**src/rtl/vga_timing_pkg.sv**
```systemverilog
// Shared types and default 800x600@72Hz (50 MHz pixel clock) constants for the VGA timing block.
package vga_timing_pkg;

    typedef enum logic [1:0] {PH_ACTIVE, PH_FRONT, PH_SYNC, PH_BACK} vga_phase_t;

    localparam int unsigned H_COORD_W = 11;
    localparam int unsigned V_COORD_W = 10;

    localparam int unsigned DEF_H_ACTIVE = 800;
    localparam int unsigned DEF_H_FRONT  = 56;
    localparam int unsigned DEF_H_SYNC   = 120;
    localparam int unsigned DEF_H_BACK   = 64;
    localparam int unsigned DEF_V_ACTIVE = 600;
    localparam int unsigned DEF_V_FRONT  = 37;
    localparam int unsigned DEF_V_SYNC   = 6;
    localparam int unsigned DEF_V_BACK   = 23;

endpackage

```
**src/rtl/vga_timing_if.sv**
```systemverilog
// Raster timing bundle from the generator to the renderer / VGA pins.
// frame_start exists only when VGA_FRAME_STROBE_EN is defined.
interface vga_timing_if;
    import vga_timing_pkg::*;

    logic                 h_sync;
    logic                 v_sync;
    logic                 disp_enbl;
    logic [H_COORD_W-1:0] h_coord;
    logic [V_COORD_W-1:0] v_coord;
`ifdef VGA_FRAME_STROBE_EN
    logic                 frame_start;

    modport master (output h_sync, v_sync, disp_enbl, h_coord, v_coord, frame_start);
    modport slave  (input  h_sync, v_sync, disp_enbl, h_coord, v_coord, frame_start);
`else
    modport master (output h_sync, v_sync, disp_enbl, h_coord, v_coord);
    modport slave  (input  h_sync, v_sync, disp_enbl, h_coord, v_coord);
`endif

endinterface

```
**src/rtl/vga_axis_counter.sv**
```systemverilog
// One raster axis: position counter plus ACTIVE/FRONT/SYNC/BACK phase FSM, advancing on i_step.
module vga_axis_counter
    import vga_timing_pkg::*;
#(
    parameter int unsigned ACTIVE = 800,
    parameter int unsigned FRONT  = 56,
    parameter int unsigned SYNC   = 120,
    parameter int unsigned BACK   = 64,
    parameter int unsigned WIDTH  = 11
) (
    input  logic             i_clk,
    input  logic             i_rst,
    input  logic             i_step,
    output logic [WIDTH-1:0] o_cnt,
    output vga_phase_t       o_phase,
    output logic             o_wrap
);

    localparam int unsigned      TOTAL       = ACTIVE + FRONT + SYNC + BACK;
    localparam logic [WIDTH-1:0] LAST        = WIDTH'(TOTAL - 1);
    localparam logic [WIDTH-1:0] FRONT_START = WIDTH'(ACTIVE);
    localparam logic [WIDTH-1:0] SYNC_START  = WIDTH'(ACTIVE + FRONT);
    localparam logic [WIDTH-1:0] BACK_START  = WIDTH'(ACTIVE + FRONT + SYNC);

    logic [WIDTH-1:0] cnt_q, cnt_d;
    vga_phase_t       phase_q, phase_d;

    assign o_wrap  = i_step && (cnt_q == LAST);
    assign o_cnt   = cnt_q;
    assign o_phase = phase_q;

    always_ff @(posedge i_clk) begin
        if (i_rst) begin
            cnt_q   <= '0;
            phase_q <= PH_ACTIVE;
        end else begin
            cnt_q   <= cnt_d;
            phase_q <= phase_d;
        end
    end

    // Phase tracks the value the counter is about to take, so both stay in lockstep.
    always_comb begin
        cnt_d   = cnt_q;
        phase_d = phase_q;
        if (i_step) begin
            cnt_d = o_wrap ? '0 : cnt_q + WIDTH'(1);
        end
        unique case (phase_q)
            PH_ACTIVE: if (i_step && cnt_d == FRONT_START) phase_d = PH_FRONT;
            PH_FRONT:  if (i_step && cnt_d == SYNC_START)  phase_d = PH_SYNC;
            PH_SYNC:   if (i_step && cnt_d == BACK_START)  phase_d = PH_BACK;
            PH_BACK:   if (o_wrap)                         phase_d = PH_ACTIVE;
        endcase
    end

endmodule

```
**src/rtl/vga_timing_gen.sv**
```systemverilog
// Free-running VGA raster timing generator with registered, mutually aligned outputs.
// Define VGA_FRAME_STROBE_EN to add the one-cycle frame_start pulse at (0,0).
module vga_timing_gen
    import vga_timing_pkg::*;
#(
    parameter int unsigned H_ACTIVE   = DEF_H_ACTIVE,
    parameter int unsigned H_FRONT    = DEF_H_FRONT,
    parameter int unsigned H_SYNC     = DEF_H_SYNC,
    parameter int unsigned H_BACK     = DEF_H_BACK,
    parameter int unsigned V_ACTIVE   = DEF_V_ACTIVE,
    parameter int unsigned V_FRONT    = DEF_V_FRONT,
    parameter int unsigned V_SYNC     = DEF_V_SYNC,
    parameter int unsigned V_BACK     = DEF_V_BACK,
    parameter logic        H_SYNC_POL = 1'b1,
    parameter logic        V_SYNC_POL = 1'b1
) (
    input logic          i_clk,
    input logic          i_rst,
    vga_timing_if.master vga
);

    localparam int unsigned H_TOTAL = H_ACTIVE + H_FRONT + H_SYNC + H_BACK;
    localparam int unsigned V_TOTAL = V_ACTIVE + V_FRONT + V_SYNC + V_BACK;

    if (H_TOTAL > 2048 || V_TOTAL > 1024 || H_FRONT < 1 || H_SYNC < 1 || H_BACK < 1 ||
        V_FRONT < 1 || V_SYNC < 1 || V_BACK < 1) begin : g_bad_timing
        $fatal(1, "vga_timing_gen: timing parameters out of range");
    end

    logic [H_COORD_W-1:0] h_cnt;
    logic [V_COORD_W-1:0] v_cnt;
    vga_phase_t           h_phase, v_phase;
    logic                 h_wrap;

    vga_axis_counter #(
        .ACTIVE (H_ACTIVE),
        .FRONT  (H_FRONT),
        .SYNC   (H_SYNC),
        .BACK   (H_BACK),
        .WIDTH  (H_COORD_W)
    ) u_h_axis (
        .i_clk   (i_clk),
        .i_rst   (i_rst),
        .i_step  (1'b1),
        .o_cnt   (h_cnt),
        .o_phase (h_phase),
        .o_wrap  (h_wrap)
    );

    vga_axis_counter #(
        .ACTIVE (V_ACTIVE),
        .FRONT  (V_FRONT),
        .SYNC   (V_SYNC),
        .BACK   (V_BACK),
        .WIDTH  (V_COORD_W)
    ) u_v_axis (
        .i_clk   (i_clk),
        .i_rst   (i_rst),
        .i_step  (h_wrap),
        .o_cnt   (v_cnt),
        .o_phase (v_phase),
        .o_wrap  ()
    );

    logic                 h_sync_q, v_sync_q, disp_enbl_q;
    logic [H_COORD_W-1:0] h_coord_q;
    logic [V_COORD_W-1:0] v_coord_q;

    // One register stage for everything keeps sync, enable and coordinates aligned.
    always_ff @(posedge i_clk) begin
        if (i_rst) begin
            h_sync_q    <= ~H_SYNC_POL;
            v_sync_q    <= ~V_SYNC_POL;
            disp_enbl_q <= 1'b0;
            h_coord_q   <= '0;
            v_coord_q   <= '0;
        end else begin
            h_sync_q    <= (h_phase == PH_SYNC) ? H_SYNC_POL : ~H_SYNC_POL;
            v_sync_q    <= (v_phase == PH_SYNC) ? V_SYNC_POL : ~V_SYNC_POL;
            disp_enbl_q <= (h_phase == PH_ACTIVE) && (v_phase == PH_ACTIVE);
            h_coord_q   <= h_cnt;
            v_coord_q   <= v_cnt;
        end
    end

    assign vga.h_sync    = h_sync_q;
    assign vga.v_sync    = v_sync_q;
    assign vga.disp_enbl = disp_enbl_q;
    assign vga.h_coord   = h_coord_q;
    assign vga.v_coord   = v_coord_q;

`ifdef VGA_FRAME_STROBE_EN
    logic frame_start_q;

    always_ff @(posedge i_clk) begin
        if (i_rst) begin
            frame_start_q <= 1'b0;
        end else begin
            frame_start_q <= (h_cnt == '0) && (v_cnt == '0);
        end
    end

    assign vga.frame_start = frame_start_q;
`endif

endmodule

```
**src/flat_wrapper.sv**
```systemverilog
// flat-port wrapper written by rule: the top's interface ports become plain ports
module vga_timing_gen_flat import vga_timing_pkg::*;
#(
    parameter int unsigned H_ACTIVE   = DEF_H_ACTIVE,
    parameter int unsigned H_FRONT    = DEF_H_FRONT,
    parameter int unsigned H_SYNC     = DEF_H_SYNC,
    parameter int unsigned H_BACK     = DEF_H_BACK,
    parameter int unsigned V_ACTIVE   = DEF_V_ACTIVE,
    parameter int unsigned V_FRONT    = DEF_V_FRONT,
    parameter int unsigned V_SYNC     = DEF_V_SYNC,
    parameter int unsigned V_BACK     = DEF_V_BACK,
    parameter logic        H_SYNC_POL = 1'b1,
    parameter logic        V_SYNC_POL = 1'b1
)
  (i_clk, i_rst, vga_h_sync, vga_v_sync, vga_disp_enbl, vga_h_coord, vga_v_coord);
  vga_timing_if vga_i ();
  input logic i_clk;
  input logic i_rst;
  output wire logic [$bits(vga_i.h_sync)-1:0] vga_h_sync;
  output wire logic [$bits(vga_i.v_sync)-1:0] vga_v_sync;
  output wire logic [$bits(vga_i.disp_enbl)-1:0] vga_disp_enbl;
  output wire logic [$bits(vga_i.h_coord)-1:0] vga_h_coord;
  output wire logic [$bits(vga_i.v_coord)-1:0] vga_v_coord;
  assign vga_h_sync = vga_i.h_sync;
  assign vga_v_sync = vga_i.v_sync;
  assign vga_disp_enbl = vga_i.disp_enbl;
  assign vga_h_coord = vga_i.h_coord;
  assign vga_v_coord = vga_i.v_coord;
  vga_timing_gen #(.H_ACTIVE(H_ACTIVE), .H_FRONT(H_FRONT), .H_SYNC(H_SYNC), .H_BACK(H_BACK), .V_ACTIVE(V_ACTIVE), .V_FRONT(V_FRONT), .V_SYNC(V_SYNC), .V_BACK(V_BACK), .H_SYNC_POL(H_SYNC_POL), .V_SYNC_POL(V_SYNC_POL)) u_core (.i_clk(i_clk), .i_rst(i_rst), .vga(vga_i));
endmodule
```
**config.mk**
```make
export PLATFORM = sky130hd
export DESIGN_NAME = vga_timing_gen_flat
export DESIGN_NICKNAME = d
export VERILOG_FILES = /design/src/rtl/vga_timing_pkg.sv /design/src/rtl/vga_timing_if.sv /design/src/rtl/vga_axis_counter.sv /design/src/rtl/vga_timing_gen.sv /design/src/flat_wrapper.sv
export SDC_FILE = /design/constraint.sdc
export NUM_CORES = 1
export LEC_CHECK = 0
export ABC_AREA = 1
export CAP_MARGIN = 25
export CELL_PAD_IN_SITES_DETAIL_PLACEMENT = 0
export CELL_PAD_IN_SITES_GLOBAL_PLACEMENT = 1
export CORE_MARGIN = 2
export CORE_UTILIZATION = 50
export CTS_BUF_LIST = sky130_fd_sc_hd__clkbuf_4
export DETAILED_ROUTE_END_ITERATION = 16
export DONT_BUFFER_PORTS = 1
export HOLD_SLACK_MARGIN = 0.02
export PLACE_DENSITY = 0.94
export SLEW_MARGIN = 20
export SYNTH_ARGS = -nofsm -noshare
export SYNTH_HDL_FRONTEND = slang
export SYNTH_SLANG_ARGS = --single-unit
```
**constraint.sdc**
```tcl
create_clock -name i_clk -period 5.7 [get_ports i_clk]
set_clock_uncertainty 0.2 [all_clocks]
set_input_delay 0.855 -clock i_clk [delete_from_list [all_inputs] [get_ports i_clk]]
set_output_delay 0.855 -clock i_clk [all_outputs]
set_load 0.05 [all_outputs]
```
==> reports/metrics.cfg <==
[setup_path]
r2r_end = u_core.u_v_axis.o_phase[1]$_SDFFE_PP0P_
r2r_slack_ns = 3.11
r2r_cells = 15
worstPathRequired_ns = 5.80
critPathCaptureType = register
worstPathArrival_ns = 2.69
r2r-start = u_core.u_h_axis.o_cnt[0]$_SDFF_PP0_
startpoint_type = register
cp_max_fo = 13
critPathKind = reg -> reg

[synthesis]
yosysMostFrequentCell = nor2_1
synth_seq_cells = 49
synth-edff-count = 0
synth_top_area_share = 0.3813
synth_area_sq_um = 2572
synth_common_cells = nor2_1, nand2_1, inv_1
ys_seq_area_frac = 0.3813
synthFlopType = dfxtp_1
syn_inst = 395
syn_area_per_cell_sq_um = 6.513
synth_cell_type_count = 22
synth_area_leader_cell = dfxtp_1
ys_async_sr_fraction = 0
synth.area.top_cells = dfxtp_1, nor2_1, nand2_1
yosysWarnings = 0
syn-num-nets = 409

[layout]
fin_util = 0.5330
layoutNonFillerInstCount = 467
diodes = 0
area_growth_pct = 4.475
fin_area_sq_um = 2688
layout-drive-gt1-share = 0.07557
fin_nets = 410
nFillCells = 535

[timing]
setup_viol = 0
finalCriticalPeriod_ns = 2.589
maxSlewViolCount = 0
rsz0062_at_grt = no
tightest_slew_ns = 0.5015
period_share = 0.4542
fmax_ghz = 0.3863
hold_viol_final = 0
relSlewSlack = 0.6652
fin_setup_tns_ns = 0
hold_ws_ns = 0.2771
fin_ws_ns = 3.111

[power]
total_power_mw = 0.6003
p_per_area_nw_per_um2 = 223.4
vdd_drop_max_v = 0.0001455
power.leakage_nw = 1.231

[global_route]
grt_max_degree = 46
grt_util_all_layers = 0.2008
grt_antenna_before_repair = 0
overflow = 0
grt_pass1_wl_mm = 8.873
grt_pass1_vias = 1941

[drt]
vias = 2277
firstDrtPassIters = 4
routed_wl_mm = 5.259
drt_iter0_markers = 155
wl_per_cell_um = 11.26
viasPerCell = 4.876
antenna_left = 0
drc = 0

[hold_path]
holdPathStages = 2
hold_start = u_core.u_h_axis.o_cnt[1]$_SDFF_PP0_
min_path_type = reg -> reg
hold_path_end = u_core.vga.h_coord[1]$_SDFF_PP0_

[floorplan]
fp.dieH_um = 75.73
rows = 26
dieArea_sq_um = 5735
ioPinCount = 26
die_w_um = 75.73
start_util = 0.5102
core_sq_um = 5042

[placed_design]
port_buffers = 0
dp_hpwl_mm = 4.024
postPlaceCellArea_sq_um = 2630
placed_cells_incl_taps = 459
gp_congestion = 0.8636
dpl_worst_slack_ns = 3.138

[flow_run]
drv_cap = 0

[cts]
cts_buffers = 5
cts_buffer_depth = 2
cts-root-buf = clkbuf_4
clk_transition_reported_paths_ns = 0.14
hold_buffers = 0
cts_sinks = 49
tritoncts = yes
cts_max_level = 2
post-cts-setup-buffer-count = 0
post_cts_resized = 0
insertion_delay_ns = 0.37

[outcome]
status = completed

==> logic make-up (layout without fill, tap and decap cells) <==
logic type	Yosys count	count (layout)	share of synthesized area
adder cells (fa/ha/maj)	12	12	0.05836
flip-flops	49	49	0.3813
buffers and inverters	65	67	0.09776
XOR/XNOR	1	1	0.003405
AND/OR/NAND/NOR	249	249	0.4207
AO/OA/AOI/OAI	19	19	0.03842
==> cell type report <==
| cell class | count | area (sq um) | area share |
|---|---|---|---|
| tap | 70 | 87.58 | 0.03259 |
| sequential | 49 | 980.9 | 0.3650 |
| inverter | 59 | 221.5 | 0.08240 |
| clock buffer | 5 | 37.54 | 0.01397 |
| multi-input combinational | 281 | 1340 | 0.4986 |
| clock inverter | 3 | 20.02 | 0.007449 |
==> registers in the layout (all words and copies together) (netlist names) <==
register                 cells
u_core.vga.disp_enbl         1
u_core.vga.v_sync            1
u_core.u_v_axis.o_cnt       10
u_core.u_v_axis.o_phase      2
u_core.u_h_axis.o_phase      2
u_core.vga.h_coord          11
u_core.vga.h_sync            1
u_core.vga.v_coord          10
u_core.u_h_axis.o_cnt       11
==> cells in the final DEF, fill, tap and decap left out <==
master | netlist | layout
nor2_1 | 98 | 98
ha_1 | 12 | 12
dfxtp_1 | 49 | 49
nor3_1 | 4 | 4
clkinvlp_4 | 0 | 1
nand2_1 | 87 | 87
inv_1 | 56 | 56
o21ai_1 | 3 | 3
nand2_2 | 9 | 9
nand3_2 | 4 | 4
a21oi_1 | 7 | 7
inv_2 | 2 | 2
clkinv_1 | 1 | 2
nand4_1 | 8 | 8
nor2_4 | 3 | 3
o21ai_2 | 1 | 1
nor2_2 | 4 | 4
nand3b_1 | 1 | 1
xor2_1 | 1 | 1
inv_6 | 0 | 1
clkbuf_4 | 0 | 5
o21ai_0 | 8 | 8
nand3_1 | 31 | 31
==> worst max-delay path by stage <==
stage	slack, ns	to	from
5_1_grt	2.77	u_core.u_v_axis.o_phase[1]$_SDFFE_PP0P_	u_core.u_h_axis.o_cnt[0]$_SDFF_PP0_
3_3_place_gp	3.19	u_core.u_v_axis.o_phase[1]$_SDFFE_PP0P_	u_core.u_h_axis.o_cnt[0]$_SDFF_PP0_
3_5_place_dp	3.14	u_core.u_v_axis.o_phase[1]$_SDFFE_PP0P_	u_core.u_h_axis.o_cnt[0]$_SDFF_PP0_
2_1_floorplan	3.61	u_core.u_h_axis.o_phase[0]$_SDFFE_PP0P_	u_core.u_h_axis.o_cnt[0]$_SDFF_PP0_
4_1_cts	3.08	u_core.u_v_axis.o_phase[1]$_SDFFE_PP0P_	u_core.u_h_axis.o_cnt[0]$_SDFF_PP0_
6_report	3.11	u_core.u_v_axis.o_phase[1]$_SDFFE_PP0P_	u_core.u_h_axis.o_cnt[0]$_SDFF_PP0_
==> report_power, final <==
part / total, mW / switching (mW) / internal [mW] / leakage, nW
Sequential: 0.375 / 0.0220 / 0.353 / 0.396
Clock: 0.161 / 0.113 / 0.0483 / 0.0292
Combinational: 0.0635 / 0.0382 / 0.0253 / 0.805
Total: 0.600 / 0.173 / 0.427 / 1.23
==> per-layer routing <==
metal | share of wire | GRT usage | routed length [um]
met5 | 0 | 0 | 0
met4 | 0.016 | 0.05848 | 83
met3 | 0.036 | 0.03175 | 189
met2 | 0.45 | 0.3111 | 2354
met1 | 0.50 | 0.2880 | 2631
==> worst max-delay path: stages, from the launching register on <==
cell	delay, ns
dfxtp_1	0.42
ha_1	0.26
nand3_2	0.15
nor2_1	0.16
nand2_2	0.22
nand2_2	0.16
inv_2	0.04
nor2_1	0.20
nand3_1	0.10
nor2_1	0.12
nand2_1	0.09
nand2_2	0.08
nand2_1	0.06
nor2_2	0.12
nor2_1	0.05
nor2_1	0.09
No activity file was read; power rests on OpenSTA's default activity.
==> variant 1 (same flow settings) <==
The 4 values of `vga_phase_t` get a one-hot encoding in 4 bits.
--- a/src/rtl/vga_timing_pkg.sv
+++ b/src/rtl/vga_timing_pkg.sv
@@ -2,5 +2,5 @@
 package vga_timing_pkg;
 
-    typedef enum logic [1:0] {PH_ACTIVE, PH_FRONT, PH_SYNC, PH_BACK} vga_phase_t;
+    typedef enum logic [3:0] {PH_ACTIVE = 4'b0001, PH_FRONT = 4'b0010, PH_SYNC = 4'b0100, PH_BACK = 4'b1000} vga_phase_t;
 
     localparam int unsigned H_COORD_W = 11;
Check against the original RTL: same outputs for any inputs over 10 cycles, from zero or initial values and one cycle with i_rst high; not proved beyond that.
==> variant 1 against the unedited design <==
Hold slack improved by 0.025 ns; synthesized area rose by 2.3%; sequential share of layout area increased by 2.4 points; cell area grew 1.4%; setup slack worse by 0.016 ns; power is 10% higher; critical path type unchanged; sequential cell count is 4 higher; wire length grew 4.4%.
==> variant 1: results (changes against the unedited design) <==
- The share of layout cells above drive strength 1 is 0.06266 (-0.01291).
* Max transition margin: 0.6719 (+0.006717)
* Maximum cell stage delay along the critical path: 0.47 ns (+0.05 ns)
* Avg Cell Area, Syn: 6.581 µm² (+1.1%)
- The global routing met1 resource utilization is 0.2838 (-0.004209).
- Layout fillers: 540 (+0.93%)
- The maximum number of pins on one net before global-route repair is 40 (-13%).
- The iteration count of the initial detailed-routing pass came to 6 (+2).
- The final design instance area without fill is 0.002725 mm² (+1.4%).
- First-pass GRT wire length: 9625 µm (+8.5%)
- The commonest cells after synthesis are sky130_fd_sc_hd__nand2_1, sky130_fd_sc_hd__nor2_1, sky130_fd_sc_hd__dfxtp_1.
- The XOR/XNOR share of the synthesized area was 0.003327 (-0.00007767).
- The count of nets after finishing came to 403 (-1.7%).
- The synthesized netlist net count is 405 (-0.98%).
* Dominant cells by area after synthesis: sky130_fd_sc_hd__dfxtp_1, sky130_fd_sc_hd__nand2_1, sky130_fd_sc_hd__nor2_1
- Placed cells: 461 (+0.44%)
- Psw: 195.6 µW (+13%)
- Fraction of power consumed by the clock network: 0.251 (-0.018)
- The length of routed wiring on met1 came to 2840 µm (+7.9%).
- The flow ran to the end, and the final reports show no timing, DRC or antenna violations.
* Post-detailed-routing wire length: 5489 µm (+4.4%)
* M3 GR Usage: 0.04147 (+0.009723)
* Via count of the first global-routing pass: 2160 (+11%)
- The setup slack after placement was 3.104 ns (-0.03462 ns).
- The detailed-route via count was 2361 (+3.7%).
- Detailed placement HPWL: 4107 µm (+2.1%)
* Post-synth cell types: 27 (+23%)
- The complex-gate fraction of the synthesized area is 0.04183 (+0.003401).
- The detailed route wirelength on metal2 is 2302 µm (-2.2%).
- Area share of fa/ha/maj cells after synthesis: 0.01426 (-0.04411)
* GRT met2 Usage: 0.3080 (-0.003147)
- The met3 wire length is 273 µm (+44%).
- Maximum net fanout on the critical path: 19 (+6)
- Starting DRT DRC Count: 231 (+49%)
## variant 1: cell types whose count changed in the layout (fill, tap and decap cells not counted), sizes merged, moves of 4 or more
cell,delta
nor3,+8
dfxtp,+4
inv,-7
nor2,-5
ha,-9
nand3,+5
## variant 1: area by class of cell
class,instances,area share
multi-input combinational,286,0.4867
clock buffer,5,0.01377
inverter,52,0.07163
tap,70,0.03214
clock inverter,3,0.006428
sequential,53,0.3893
## variant 1: worst paths after layout
check	to	slack, ns	cells after the start
hold / removal	u_core.vga.h_coord[1]	0.30	2
setup reg to reg	u_core.u_h_axis.o_phase[2]	3.10	14
hold reg to reg	u_core.vga.h_coord[1]	0.30	2
setup / recovery	u_core.u_h_axis.o_phase[2]	3.10	14
## variant 1: cells by family (layout without fill, tap and decap cells)
| kind of cell | Yosys count | after routing |
|---|---|---|
| simple gates | 262 | 262 |
| buf+inv | 61 | 60 |
| compound gates | 20 | 20 |
| fa+ha+maj | 3 | 3 |
| flops | 53 | 53 |
| xor+xnor | 1 | 1 |
==> variant 2 (same flow settings) <==
Without the edit above. `V_SYNC_POL` is set to 1'b1 in 2 places; all go to 1'b0.
--- a/src/rtl/vga_timing_gen.sv
+++ b/src/rtl/vga_timing_gen.sv
@@ -13,5 +13,5 @@
     parameter int unsigned V_BACK     = DEF_V_BACK,
     parameter logic        H_SYNC_POL = 1'b1,
-    parameter logic        V_SYNC_POL = 1'b1
+    parameter logic        V_SYNC_POL = 1'b0
 ) (
     input logic          i_clk,
--- a/src/flat_wrapper.sv
+++ b/src/flat_wrapper.sv
@@ -11,5 +11,5 @@
     parameter int unsigned V_BACK     = DEF_V_BACK,
     parameter logic        H_SYNC_POL = 1'b1,
-    parameter logic        V_SYNC_POL = 1'b1
+    parameter logic        V_SYNC_POL = 1'b0
 )
   (i_clk, i_rst, vga_h_sync, vga_v_sync, vga_disp_enbl, vga_h_coord, vga_v_coord);
Behaviour: not the same (Yosys sat finds a counterexample within 4 cycles, from zero or initial values and one cycle with i_rst high).
==> variant 2 against the unedited design <==
Synthesized cell count up 3.0%; final cell count rose by 1.9%; sequential cell count unchanged; wire length rose by 10%; setup slack lost 0.076 ns; critical path type unchanged; count of clock-buffer cells in the layout unchanged; hold slack gained 0.0092 ns; synthesized area rose by 3.1%; first-iteration DRC count is 16% higher; cell area rose by 2.1%.
Power is not compared: it rests on default switching activity, and its combinational part moved more than twofold at a synthesized area within 25%.
==> variant 2: results (changes against the unedited design) <==
- The run finished with clean final reports.
- The iteration count of the initial detailed-routing pass came to 4 (unchanged).
- Pwr Total: 520.3 µW
* Maximum buffer depth of the clock tree: 2 (unchanged)
- The number of unique standard cell types used by synthesis was 26 (+18%).
* Transition time at the pin with the least slew margin: 0.4913 ns (-0.01020 ns)
* Detailed placement HPWL: 4442 µm (+10%)
- Combined global-route utilization of all metal layers: 0.2098 (+0.009010)
* Post-CTS clock slew at the launch and capture registers of the worst setup and hold paths: 0.14 ns (about the same)
- DP Area: 0.002691 mm² (+2.3%)
- The number of global-route vias before repair is 2203 (+13%).
- Yosys attributes the largest share of cell area to sky130_fd_sc_hd__dfxtp_1, sky130_fd_sc_hd__nand2_1, sky130_fd_sc_hd__nor2_1.
- GRT met2 Usage: 0.3307 (+0.01959)
- Async set or reset register ratio after synthesis: 0 (unchanged)
- Worst vdd ir: approximately 0.000099 V
- The number of antenna violations at the first check in global routing was 0 (unchanged).
- Power Combinational: 6.76 µW
- Sequential element share of the synthesized area: 0.3700 (-0.01134)
- Largest net degree at the start of global routing: 41 (-11%)
* Count of buffers inserted at the top-level ports: 0 (unchanged)
* Worst min path class: flip-flop to flip-flop
* Power share of the sequential group: 0.680
- The met3 usage in global routing was 0.04000 (+0.008254).
* Detail-routed via count per cell: 4.981 (+2.2%)
* Yosys Warn Count: 0 (unchanged)
- Count of antenna diodes in the layout: 0 (unchanged)
- Cell internal power was estimated by the tool at 395.0 µW.
- Layout fillers: 540 (+0.93%)
- Commonest cells post-synth: sky130_fd_sc_hd__nand2_1, sky130_fd_sc_hd__nor2_1, sky130_fd_sc_hd__inv_1
- The top fanout value on the critical path was 11 (-2).
- The data arrival time of the critical path is 2.78 ns (+0.09 ns).
- Clock insertion delay at the later pin of the skew report: 0.37 ns (about the same)
* Post-detailed-routing wire length: 5793 µm (+10%)
- Starting DRT DRC Count: 180 (+16%)
- The first-pass GRT wire length came to 9949 µm (+12%).
- Final estimated routing congestion in global placement: 0.8485 (-1.7%)
- Root buffer cell: sky130_fd_sc_hd__clkbuf_4
- Fraction of final layout cells with drive strength greater than 1: 0.06158 (-0.01399)
* Inserted Clock Buffers: 5 (unchanged)
- Standard cell with the maximum stage delay on the critical path: sky130_fd_sc_hd__dfxtp_1
- The global routing met1 resource utilization is 0.2806 (-0.007453).
- Net count of the mapped netlist: 421 (+2.9%)
- Largest delay share family, worst path: simple AND/OR/NAND/NOR gates
* Maximum cell stage delay along the critical path: roughly 0.43 ns
[variant 2: kinds of logic after synthesis]
group,share of synthesized area
and+or+nand+nor,0.4233
buffers and inverters,0.09013
DFF,0.3700
AOI/OAI and AO/OA,0.04672
adders and majority gates,0.05663
xor gates and xnor gates,0.01321
[variant 2: final timing paths]
path                            start                    endpoint  slack [ns]  depth (start not counted)
max reg2reg  u_core.u_h_axis.o_cnt[0]  u_core.u_v_axis.o_phase[0]        3.04                         13
max          u_core.u_h_axis.o_cnt[0]  u_core.u_v_axis.o_phase[0]        3.04                         13
min reg2reg  u_core.u_h_axis.o_cnt[1]       u_core.vga.h_coord[1]        0.29                          2
min          u_core.u_h_axis.o_cnt[1]       u_core.vga.h_coord[1]        0.29                          2
[variant 2: worst min-delay path: stages (launching register included)]
cell                      delay (ns)
sky130_fd_sc_hd__dfxtp_1        0.37
sky130_fd_sc_hd__inv_1          0.06
sky130_fd_sc_hd__nor2_1         0.03
[variant 2: final cells by class]
cell class / count / area (µm²) / area share
clock inverters: 2 / 16.27 / 0.005925
inverters: 51 / 191.4 / 0.06974
flip-flops and latches: 49 / 980.9 / 0.3573
well taps: 70 / 87.58 / 0.03191
multi-input cells: 299 / 1431 / 0.5214
clock buffers: 5 / 37.54 / 0.01367
[variant 2: routing by layer]
metal  wire, µm  up-vias  share of wire
li1           -     1261              -
met1       2855     1048           0.49
met2       2575       54           0.44
met3        267        8          0.046
met4         95        0          0.016
met5          0        -              0
[variant 2: per-stage QoR]
step                      utilization  setup slack [ns]  std cells
final                          0.5375             3.035        476
after global routing           0.5375             2.864        476
after CTS                      0.5375             3.079        476
after detailed placement       0.5269             3.122        469
after global placement         0.5269             3.161        469
after floorplan                     -             3.586        407
